**src/rtl/alu_mc.sv**
```systemverilog
// Multi-cycle execute ALU: single-cycle logic/arith/compare ops plus an
// iterative restoring signed/unsigned divider behind a valid/ready handshake.
module alu_mc #(
    parameter int WIDTH = 32
) (
    input  logic             clk,
    input  logic             resetn,
    input  logic             flush,
    input  logic             in_valid,
    output logic             in_ready,
    input  logic [4:0]       op,
    input  logic [WIDTH-1:0] a,
    input  logic [WIDTH-1:0] b,
    output logic             out_valid,
    input  logic             out_ready,
    output logic [WIDTH-1:0] result,
    output logic [WIDTH-1:0] hi,
    output logic             overflow,
    output logic             zero
);
    localparam int CW = $clog2(WIDTH);

    localparam logic [4:0] OP_AND  = 5'b00111;
    localparam logic [4:0] OP_OR   = 5'b00001;
    localparam logic [4:0] OP_XOR  = 5'b00010;
    localparam logic [4:0] OP_NOR  = 5'b00011;
    localparam logic [4:0] OP_LUI  = 5'b00100;
    localparam logic [4:0] OP_ADD  = 5'b10000;
    localparam logic [4:0] OP_ADDU = 5'b10001;
    localparam logic [4:0] OP_SUB  = 5'b10010;
    localparam logic [4:0] OP_SUBU = 5'b10011;
    localparam logic [4:0] OP_SLT  = 5'b10100;
    localparam logic [4:0] OP_SLTU = 5'b10101;
    localparam logic [4:0] OP_DIV  = 5'b11000;
    localparam logic [4:0] OP_DIVU = 5'b11001;

    typedef enum logic [1:0] {S_IDLE, S_DIV, S_DONE} state_t;

    state_t           state_q, state_d;
    logic             out_valid_q, out_valid_d;
    logic [WIDTH-1:0] result_q, result_d;
    logic [WIDTH-1:0] hi_q, hi_d;
    logic             ovf_q, ovf_d;
    logic             zero_q, zero_d;
    logic [CW-1:0]    cnt_q, cnt_d;
    logic [WIDTH-1:0] dvsr_q, dvsr_d;
    logic [WIDTH-1:0] quo_q, quo_d;
    logic [WIDTH-1:0] rem_q, rem_d;
    logic [WIDTH-1:0] a_q, a_d;
    logic             qneg_q, qneg_d;
    logic             rneg_q, rneg_d;

    logic [WIDTH:0]   sum, dif;
    logic [WIDTH-1:0] sc_res;
    logic             sc_ovf;
    logic             is_div, a_neg, b_neg, accept;
    logic [WIDTH-1:0] a_mag, b_mag;
    logic [WIDTH:0]   rem_sh, diff;
    logic             take;
    logic [WIDTH-1:0] quo_n, rem_n, q_fin, r_fin;

    assign in_ready  = (state_q == S_IDLE) | ((state_q == S_DONE) & out_ready);
    assign accept    = in_valid & in_ready & ~flush;
    assign out_valid = out_valid_q;
    assign result    = result_q;
    assign hi        = hi_q;
    assign overflow  = ovf_q;
    assign zero      = zero_q;

    always_comb begin
        sum    = {a[WIDTH-1], a} + {b[WIDTH-1], b};
        dif    = {a[WIDTH-1], a} - {b[WIDTH-1], b};
        sc_res = '0;
        sc_ovf = 1'b0;
        case (op)
            OP_AND:  sc_res = a & b;
            OP_OR:   sc_res = a | b;
            OP_XOR:  sc_res = a ^ b;
            OP_NOR:  sc_res = ~(a | b);
            OP_LUI:  sc_res = {b[WIDTH/2-1:0], {(WIDTH/2){1'b0}}};
            OP_ADD: begin
                sc_res = sum[WIDTH-1:0];
                sc_ovf = sum[WIDTH] ^ sum[WIDTH-1];
            end
            OP_ADDU: sc_res = sum[WIDTH-1:0];
            OP_SUB: begin
                sc_res = dif[WIDTH-1:0];
                sc_ovf = dif[WIDTH] ^ dif[WIDTH-1];
            end
            OP_SUBU: sc_res = dif[WIDTH-1:0];
            OP_SLT:  sc_res = {{(WIDTH-1){1'b0}}, $signed(a) < $signed(b)};
            OP_SLTU: sc_res = {{(WIDTH-1){1'b0}}, a < b};
            default: sc_res = '0;
        endcase
    end

    always_comb begin
        is_div = (op == OP_DIV) | (op == OP_DIVU);
        a_neg  = (op == OP_DIV) & a[WIDTH-1];
        b_neg  = (op == OP_DIV) & b[WIDTH-1];
        a_mag  = a_neg ? -a : a;
        b_mag  = b_neg ? -b : b;
        // quo_q shifts dividend bits out the top while quotient bits enter below
        rem_sh = {rem_q, quo_q[WIDTH-1]};
        diff   = rem_sh - {1'b0, dvsr_q};
        take   = ~diff[WIDTH];
        quo_n  = {quo_q[WIDTH-2:0], take};
        rem_n  = take ? diff[WIDTH-1:0] : rem_sh[WIDTH-1:0];
        q_fin  = qneg_q ? -quo_n : quo_n;
        r_fin  = rneg_q ? -rem_n : rem_n;
        if (dvsr_q == '0) begin
            q_fin = '1;
            r_fin = a_q;
        end
    end

    always_comb begin
        state_d     = state_q;
        out_valid_d = out_valid_q;
        result_d    = result_q;
        hi_d        = hi_q;
        ovf_d       = ovf_q;
        zero_d      = zero_q;
        cnt_d       = cnt_q;
        dvsr_d      = dvsr_q;
        quo_d       = quo_q;
        rem_d       = rem_q;
        a_d         = a_q;
        qneg_d      = qneg_q;
        rneg_d      = rneg_q;
        if (flush) begin
            state_d     = S_IDLE;
            out_valid_d = 1'b0;
        end else begin
            case (state_q)
                S_IDLE, S_DONE: begin
                    if (state_q == S_DONE && out_ready) begin
                        state_d     = S_IDLE;
                        out_valid_d = 1'b0;
                    end
                    if (accept && is_div) begin
                        dvsr_d      = b_mag;
                        quo_d       = a_mag;
                        rem_d       = '0;
                        a_d         = a;
                        qneg_d      = a_neg ^ b_neg;
                        rneg_d      = a_neg;
                        cnt_d       = CW'(WIDTH - 1);
                        state_d     = S_DIV;
                        out_valid_d = 1'b0;
                    end else if (accept) begin
                        result_d    = sc_res;
                        hi_d        = '0;
                        ovf_d       = sc_ovf;
                        zero_d      = (sc_res == '0);
                        state_d     = S_DONE;
                        out_valid_d = 1'b1;
                    end
                end
                S_DIV: begin
                    quo_d = quo_n;
                    rem_d = rem_n;
                    if (cnt_q == '0) begin
                        result_d    = q_fin;
                        hi_d        = r_fin;
                        ovf_d       = 1'b0;
                        zero_d      = (q_fin == '0);
                        state_d     = S_DONE;
                        out_valid_d = 1'b1;
                    end else begin
                        cnt_d = cnt_q - 1'b1;
                    end
                end
                default: state_d = S_IDLE;
            endcase
        end
    end

    always_ff @(posedge clk or negedge resetn) begin
        if (!resetn) begin
            state_q     <= S_IDLE;
            out_valid_q <= 1'b0;
            result_q    <= '0;
            hi_q        <= '0;
            ovf_q       <= 1'b0;
            zero_q      <= 1'b1;
            cnt_q       <= '0;
            dvsr_q      <= '0;
            quo_q       <= '0;
            rem_q       <= '0;
            a_q         <= '0;
            qneg_q      <= 1'b0;
            rneg_q      <= 1'b0;
        end else begin
            state_q     <= state_d;
            out_valid_q <= out_valid_d;
            result_q    <= result_d;
            hi_q        <= hi_d;
            ovf_q       <= ovf_d;
            zero_q      <= zero_d;
            cnt_q       <= cnt_d;
            dvsr_q      <= dvsr_d;
            quo_q       <= quo_d;
            rem_q       <= rem_d;
            a_q         <= a_d;
            qneg_q      <= qneg_d;
            rneg_q      <= rneg_d;
        end
    end
endmodule

```
**config.mk**
```make
export PLATFORM = sky130hd
export DESIGN_NAME = alu_mc
export DESIGN_NICKNAME = d
export VERILOG_FILES = /design/src/rtl/alu_mc.sv
export SDC_FILE = /design/constraint.sdc
export NUM_CORES = 1
export LEC_CHECK = 0
export BUFFER_PORTS_ARGS = -buffer_cell sky130_fd_sc_hd__buf_2
export CAP_MARGIN = 30
export CORE_UTILIZATION = 55
export CTS_CLUSTER_SIZE = 25
export DETAILED_ROUTE_END_ITERATION = 6
export PLACE_DENSITY = 0.79
export REMOVE_ABC_BUFFERS = 1
export SLEW_MARGIN = 15
export SYNTH_ARGS = -nofsm -noshare
export SYNTH_HDL_FRONTEND = slang
export SYNTH_SLANG_ARGS = --single-unit
```
**constraint.sdc**
```tcl
create_clock -name clk -period 6.4 [get_ports clk]
set_input_delay 0.32 -clock clk [delete_from_list [all_inputs] [get_ports clk]]
set_output_delay 0.32 -clock clk [all_outputs]
set_load 0.05 [all_outputs]
```
Word-level counts from Yosys, hierarchy flattened
Cells that the tools add are included.
{ "classes": {"addsub": 8, "order_cmp": 2, "eq_ne": 22, "mux": 44, "n_bitwise": 16, "reduce_logical": 18} }
{ "ops": {"columns": ["op", "n"], "rows": [
  ["32-bit 2-to-1 mux", 15],
  ["32-bit one-hot mux with 9 select lines", 1],
  ["32-bit one-hot mux with 2 select lines", 4],
  ["32-bit negator", 4],
  ["32-bit zero test", 3],
  ["32-bit < comparator", 2],
  ["5-bit equality test (second input constant)", 8],
  ["32-bit by 32-bit adder with 33-bit output", 1],
  ["32-bit by 32-bit subtractor with 33-bit output", 1],
  ["33-bit by 32-bit subtractor with 33-bit output", 1],
  ["32-bit AND", 1],
  ["32-bit NOT", 1],
  ["32-bit OR", 1],
  ["32-bit XOR", 1],
  ["1-bit 2-to-1 mux", 11],
  ["5-bit by 2-bit equality test with 1-bit output (second input constant)", 2],
  ["5-bit by 3-bit equality test with 1-bit output (second input constant)", 2],
  ["2-bit 2-to-1 mux", 5],
  ["5-bit 2-to-1 mux", 2],
  ["2-bit != test (second input constant)", 5],
  ["5-bit one-hot mux with 2 select lines", 1],
  ["3-bit AND reduction", 3],
  ["1-bit one-hot mux with 2 select lines", 4],
  ["2-bit OR reduction", 3],
  ["other kinds (19)", 28]
]} }
{ "totals": {"regBits": 204, "in_bits": 74, "out_inout_bits": 68} }

Longest topological paths before layout
{ "logic_depth": {"word_depth": 9, "mapped_depth": 26, "ltp_nobuf": 23} }

Least setup slack after synthesis
Ideal clock, no wire load.
{ "synth_path": {"kind": "flip-flop to flip-flop", "from": "register quo_q[31]", "to": "register zero_q, in the netlist zero", "t_arrival_ns": 4.906, "slack_ns": 1.417, "stages_incl_launch_ff": 26, "n_path_buf": 3, "path_cell_list": "dfrtp_1 > inv_1 > ha_1 > inv_1 > fa_1 > nand3_1 > a21oi_1 > or2_1 > a221o_1 > a31oi_4 > xnor2_1 > inv_2 > clkbuf_1 > buf_2 > buf_1 > ha_1 > nand4_1 > o21ai_0 > nor2b_1 > a41oi_1 > o22ai_1 > and3_1 > nand4_1 > nor4b_1 > nand4_1 > a31oi_1"} }
{ "synth_via": {"elab_chain_len": 8} }
{ "synth_rtl": {"columns": ["item", "line_no", "text"], "rows": [
  ["from (decl)", "47", "logic [WIDTH-1:0] quo_q, quo_d;"],
  ["from (signal assigned)", "203", "quo_q <= quo_d;"],
  ["33-bit by 32-bit subtractor with 33-bit output (*)", "105", "diff = rem_sh - {1'b0, dvsr_q};"],
  ["1-bit NOT (*)", "106", "take = ~diff[WIDTH];"],
  ["32-bit negator", "109", "q_fin = qneg_q ? -quo_n : quo_n;"],
  ["32-bit 2-to-1 mux (*)", "109", null],
  ["32-bit 2-to-1 mux (*)", "111", "if (dvsr_q == '0) begin"],
  ["32-bit zero test (*)", "167", "zero_d = (q_fin == '0);"],
  ["1-bit 2-to-1 mux (*)", "163", "if (cnt_q == '0) begin"],
  ["1-bit one-hot mux with 2 select lines (*)", "135", "case (state_q)"],
  ["to (signal assigned)", "200", "zero_q <= zero_d;"],
  ["to (decl)", "44", "logic zero_q, zero_d;"]
]} }
Mark *: on every way between the ends. The rest lies on a longest branch, timed or not. The select of a mux whose other input is x is not followed.
A chain may end at the register's enable or synchronous reset.

Worst setup path after layout
Ends and elaborated chain as after synthesis.

==> flow_summary.json <==
{
  "status": "complete, no violations",
  "crit_arrival_ps": 5840,
  "p_sw_mw": 2.086,
  "synth_top_area_cell": "dfrtp_1",
  "rows": 68,
  "crit_fanout": 18,
  "nets": 2792,
  "post-cts-setup-buffers": 0,
  "hold_viol": 0,
  "use_met3_pct": 6.475,
  "p_clk_share_pct": 25.0,
  "syn2layout_area_growth_pct": 9.000,
  "grt_pass1_wl_mm": 115.8,
  "drt-initial-drc-count": 3114,
  "synth_warnings": 0,
  "multiInputGateArea_sq_um": 13150,
  "grt_use_met1_pct": 57.72,
  "vias": 21034,
  "drt_wl_total_mm": 76.88,
  "critPathLaunchType": "flip-flop",
  "synth_xor_area_share_pct": 7.015,
  "cpMostUsedCell": "nand4_1",
  "clk_transition_reported_paths_ps": 70,
  "wl_per_cell_um": 25.21,
  "synth_compound_area_share_pct": 28.99,
  "cts_made_buffers": 21,
  "cts-root-buf": "clkbuf_16",
  "synth_edf_count": 0,
  "criticalPathCategory": "flip-flop to flip-flop",
  "whs_ps": 40.63,
  "final_cell_mix": "282 x o21ai_0, 272 x nand2_1, 203 x dfrtp_1, 201 x a21oi_1, 175 x nor2_1",
  "ir_drop_mv": 0.1942,
  "max_cap_violations": 0,
  "grt_usage_pct": 41.80,
  "place_worst_setup_slack_ps": 1176,
  "initial_core_util_pct": 56.02,
  "cpMaxStageDelayCell": "fa_1",
  "dieArea_sq_um": 35940,
  "crit_chain": "inv_1 -> ha_1 -> inv_1 -> fa_1 -> nand3_1 -> a21oi_1 -> or2_1 -> a221o_1 -> a31oi_4 -> xnor2_2 -> inv_2 -> ha_1 -> nand4_1 -> o21ai_0 -> xor2_1 -> nand2_1 -> nor4_1 -> nand4_1 -> nor4b_1 -> nand4_1 -> a31oi_1",
  "cp_top_family": "simple AND/OR/NAND/NOR gates",
  "syn_avg_cell_area_sq_um": 7.619,
  "placed_area_sq_um": 20400,
  "min_period_ps": 5399,
  "grt_start_max_net_pins": 96,
  "seq_area_sq_um": 5106,
  "fmax_mhz": 185.2,
  "viasPerCell": 6.899,
  "drive_above_1_share_pct": 10.22,
  "grt_pass1_vias": 19464,
  "clock_path_buffers": 3,
  "cts_tree": "done",
  "netlist-cell-type-count": 87,
  "worst_clock_skew_ps": 20.78,
  "final_antenna_net_count": 0,
  "ys_ff_latch": 204,
  "p_leak_nw": 9.443,
  "async_flop_share_pct": 100.0,
  "antenna_found_initial": 1,
  "utilization_pct": 61.07,
  "worstMarginPinSlew_ps": 1057,
  "slew_headroom_pct": 29.35,
  "synth_area_leaders": "dfrtp_1 26%, ha_1 8.8%, o21ai_0 7.3%, nand2_1 5.3%, a21oi_1 5.2%",
  "final_common_cell": "o21ai_0",
  "overflow": 0,
  "grtUsageMet2_pct": 64.19,
  "critical_path.max_stage_delay_ps": 420,
  "ys_seq_area_share_pct": 26.39,
  "p_seq_share_pct": 35.6,
  "core_sq_um": 34540,
  "clock_latency_ps": 520,
  "netlist_instances": 2540,
  "yosys.area_share.simple_pct": 20.24,
  "power.internal_mw": 2.805,
  "die_x_um": 189.6,
  "crit_path_end_kind": "flip-flop",
  "synth_mux_area_share_pct": 2.108,
  "cts_resized": 0,
  "dp_hpwl_mm": 58.62,
  "min_period_over_period_pct": 84.36,
  "gp_congestion": 1.043,
  "portBuffers": 141,
  "synth_top_area_share_pct": 26.25,
  "hp-class": "primary input to flip-flop",
  "finalSetupViolCount": 0,
  "timing.critical_path.buf_inv": 3,
  "clock-sinks": 204,
  "final_area_sq_um": 21090,
  "final-max-slew-violation-count": 0,
  "switching_share_pct": 42.65,
  "synth_ff_type": "dfrtp_1",
  "layout_setup_ws_ps": 1001,
  "hold_buffers": 1,
  "fill_cells": 3234,
  "first_pass_iters": 6,
  "p_per_area_nw_per_um2": 231.9,
  "dieHeight_um": 189.6,
  "syn_area_sq_um": 19350,
  "synth_top_family_by_area": "compound AO/OA/AOI/OAI gates",
  "crit_required_ps": 6840,
  "synth_fa_ha_area_share_pct": 9.103,
  "grt_busiest_layer": "met2",
  "drc": 0,
  "rsz0062_at_grt": "no",
  "htree_num_levels": 1,
  "ios": 142,
  "p_comb_share_pct": 39.4
}
## layout make-up
cell class | instances | share of cell area, %
multi-input cells | 2023 | 62.32
flip-flops and latches | 204 | 24.21
repair buffers | 179 | 4.965
well taps | 455 | 2.699
clock buffers | 27 | 2.693
inverters | 150 | 2.669
clock inverters | 10 | 0.4389
diodes | 1 | 0.01186
## per-layer routing
layer / vias up / routed length, um
met2: 1434 / 33350
met5: - / 0
met1: 10025 / 31070
met3: 245 / 8333
met4: 0 / 4128
li1: 9330 / -
## stage by stage
stage          power [mW]  TNS, ps  cells
5_1_grt             5.104        0   3048
3_3_place_gp        3.575        0   3005
3_5_place_dp        3.606        0   3009
4_1_cts             4.825        0   3047
6_report            4.891        0   3049
2_1_floorplan       2.956    -8542   2377
## synth_stat cells (14+ instances only)
| cell | instances |
|---|---|
| o21ai_0 | 282 |
| nand2_1 | 272 |
| dfrtp_1 | 203 |
| a21oi_1 | 201 |
| nor2_1 | 179 |
| inv_1 | 149 |
| clkbuf_1 | 144 |
| ha_1 | 136 |
| xnor2_1 | 108 |
| nand3_1 | 78 |
| nor3_1 | 50 |
| xor2_1 | 47 |
| nor4_1 | 43 |
| o31ai_1 | 37 |
| a21o_1 | 27 |
| a22oi_1 | 27 |
| a31oi_1 | 27 |
| mux2i_1 | 27 |
| nand4_1 | 26 |
| nand2b_1 | 25 |
| o211ai_1 | 25 |
| or3_1 | 25 |
| o21ai_1 | 24 |
| a211oi_1 | 20 |
| and3_1 | 20 |
| nor2b_1 | 20 |
| a221o_1 | 19 |
| a221oi_1 | 18 |
| a22o_1 | 14 |
| o21bai_1 | 14 |
| o41ai_1 | 14 |
## cells by family (layout without fill, tap and decap cells)
| group | Yosys count | after routing |
|---|---|---|
| other | 0 | 1 |
| and+or+nand+nor | 812 | 812 |
| DFF | 204 | 204 |
| adders and majority gates | 139 | 139 |
| AOI/OAI and AO/OA | 880 | 880 |
| muxes | 37 | 37 |
| xor gates and xnor gates | 155 | 155 |
| buffers and inverters | 313 | 366 |
## power by group through the flow
stage	Sequential, mW	Clock, mW	Combinational (mW)
4_1_cts	1.73	1.23	1.87
3_5_place_dp	1.75	0	1.86
6_report	1.74	1.22	1.93
5_1_grt	1.75	1.27	2.08
3_3_place_gp	1.74	0	1.84
2_1_floorplan	1.81	0	1.15
## worst paths after layout
| kind | start | end | slack [ps] | cells past startpoint |
|---|---|---|---|---|
| setup / recovery | quo_q[31]$_DFFE_PN0P_ | zero$_DFFE_PN1P_ | 1000 | 21 |
| hold / removal | flush | state_q[1]$_DFFE_PN0P_ | 40 | 2 |
| setup reg to reg | quo_q[31]$_DFFE_PN0P_ | zero$_DFFE_PN1P_ | 1000 | 21 |
| hold reg to reg | a_q[20]$_DFFE_PN0P_ | a_q[20]$_DFFE_PN0P_ | 480 | 2 |
| max in group asynchronous | resetn | dvsr_q[7]$_DFFE_PN0P_ | 4540 | 5 |
| min in group asynchronous | resetn | rem_q[20]$_DFFE_PN0P_ | 280 | 2 |
## sequential cells by signal, summed over array words and instances, names as in the netlist, 2 cells and up
name / flops
a_q: 32
cnt_q: 5
dvsr_q: 32
hi: 32
quo_q: 32
rem_q: 32
result: 32
state_q: 2
## worst register-to-register path, stage by stage, from the launching register on
cell	delay [ps]
dfrtp_1	410
inv_1	70
ha_1	160
inv_1	50
fa_1	420
nand3_1	150
a21oi_1	100
or2_1	300
a221o_1	400
a31oi_4	290
xnor2_2	110
inv_2	320
ha_1	380
nand4_1	340
o21ai_0	370
xor2_1	240
nand2_1	120
nor4_1	330
nand4_1	150
nor4b_1	290
nand4_1	120
a31oi_1	210
Note: power is estimated with default switching activity, not from simulation.
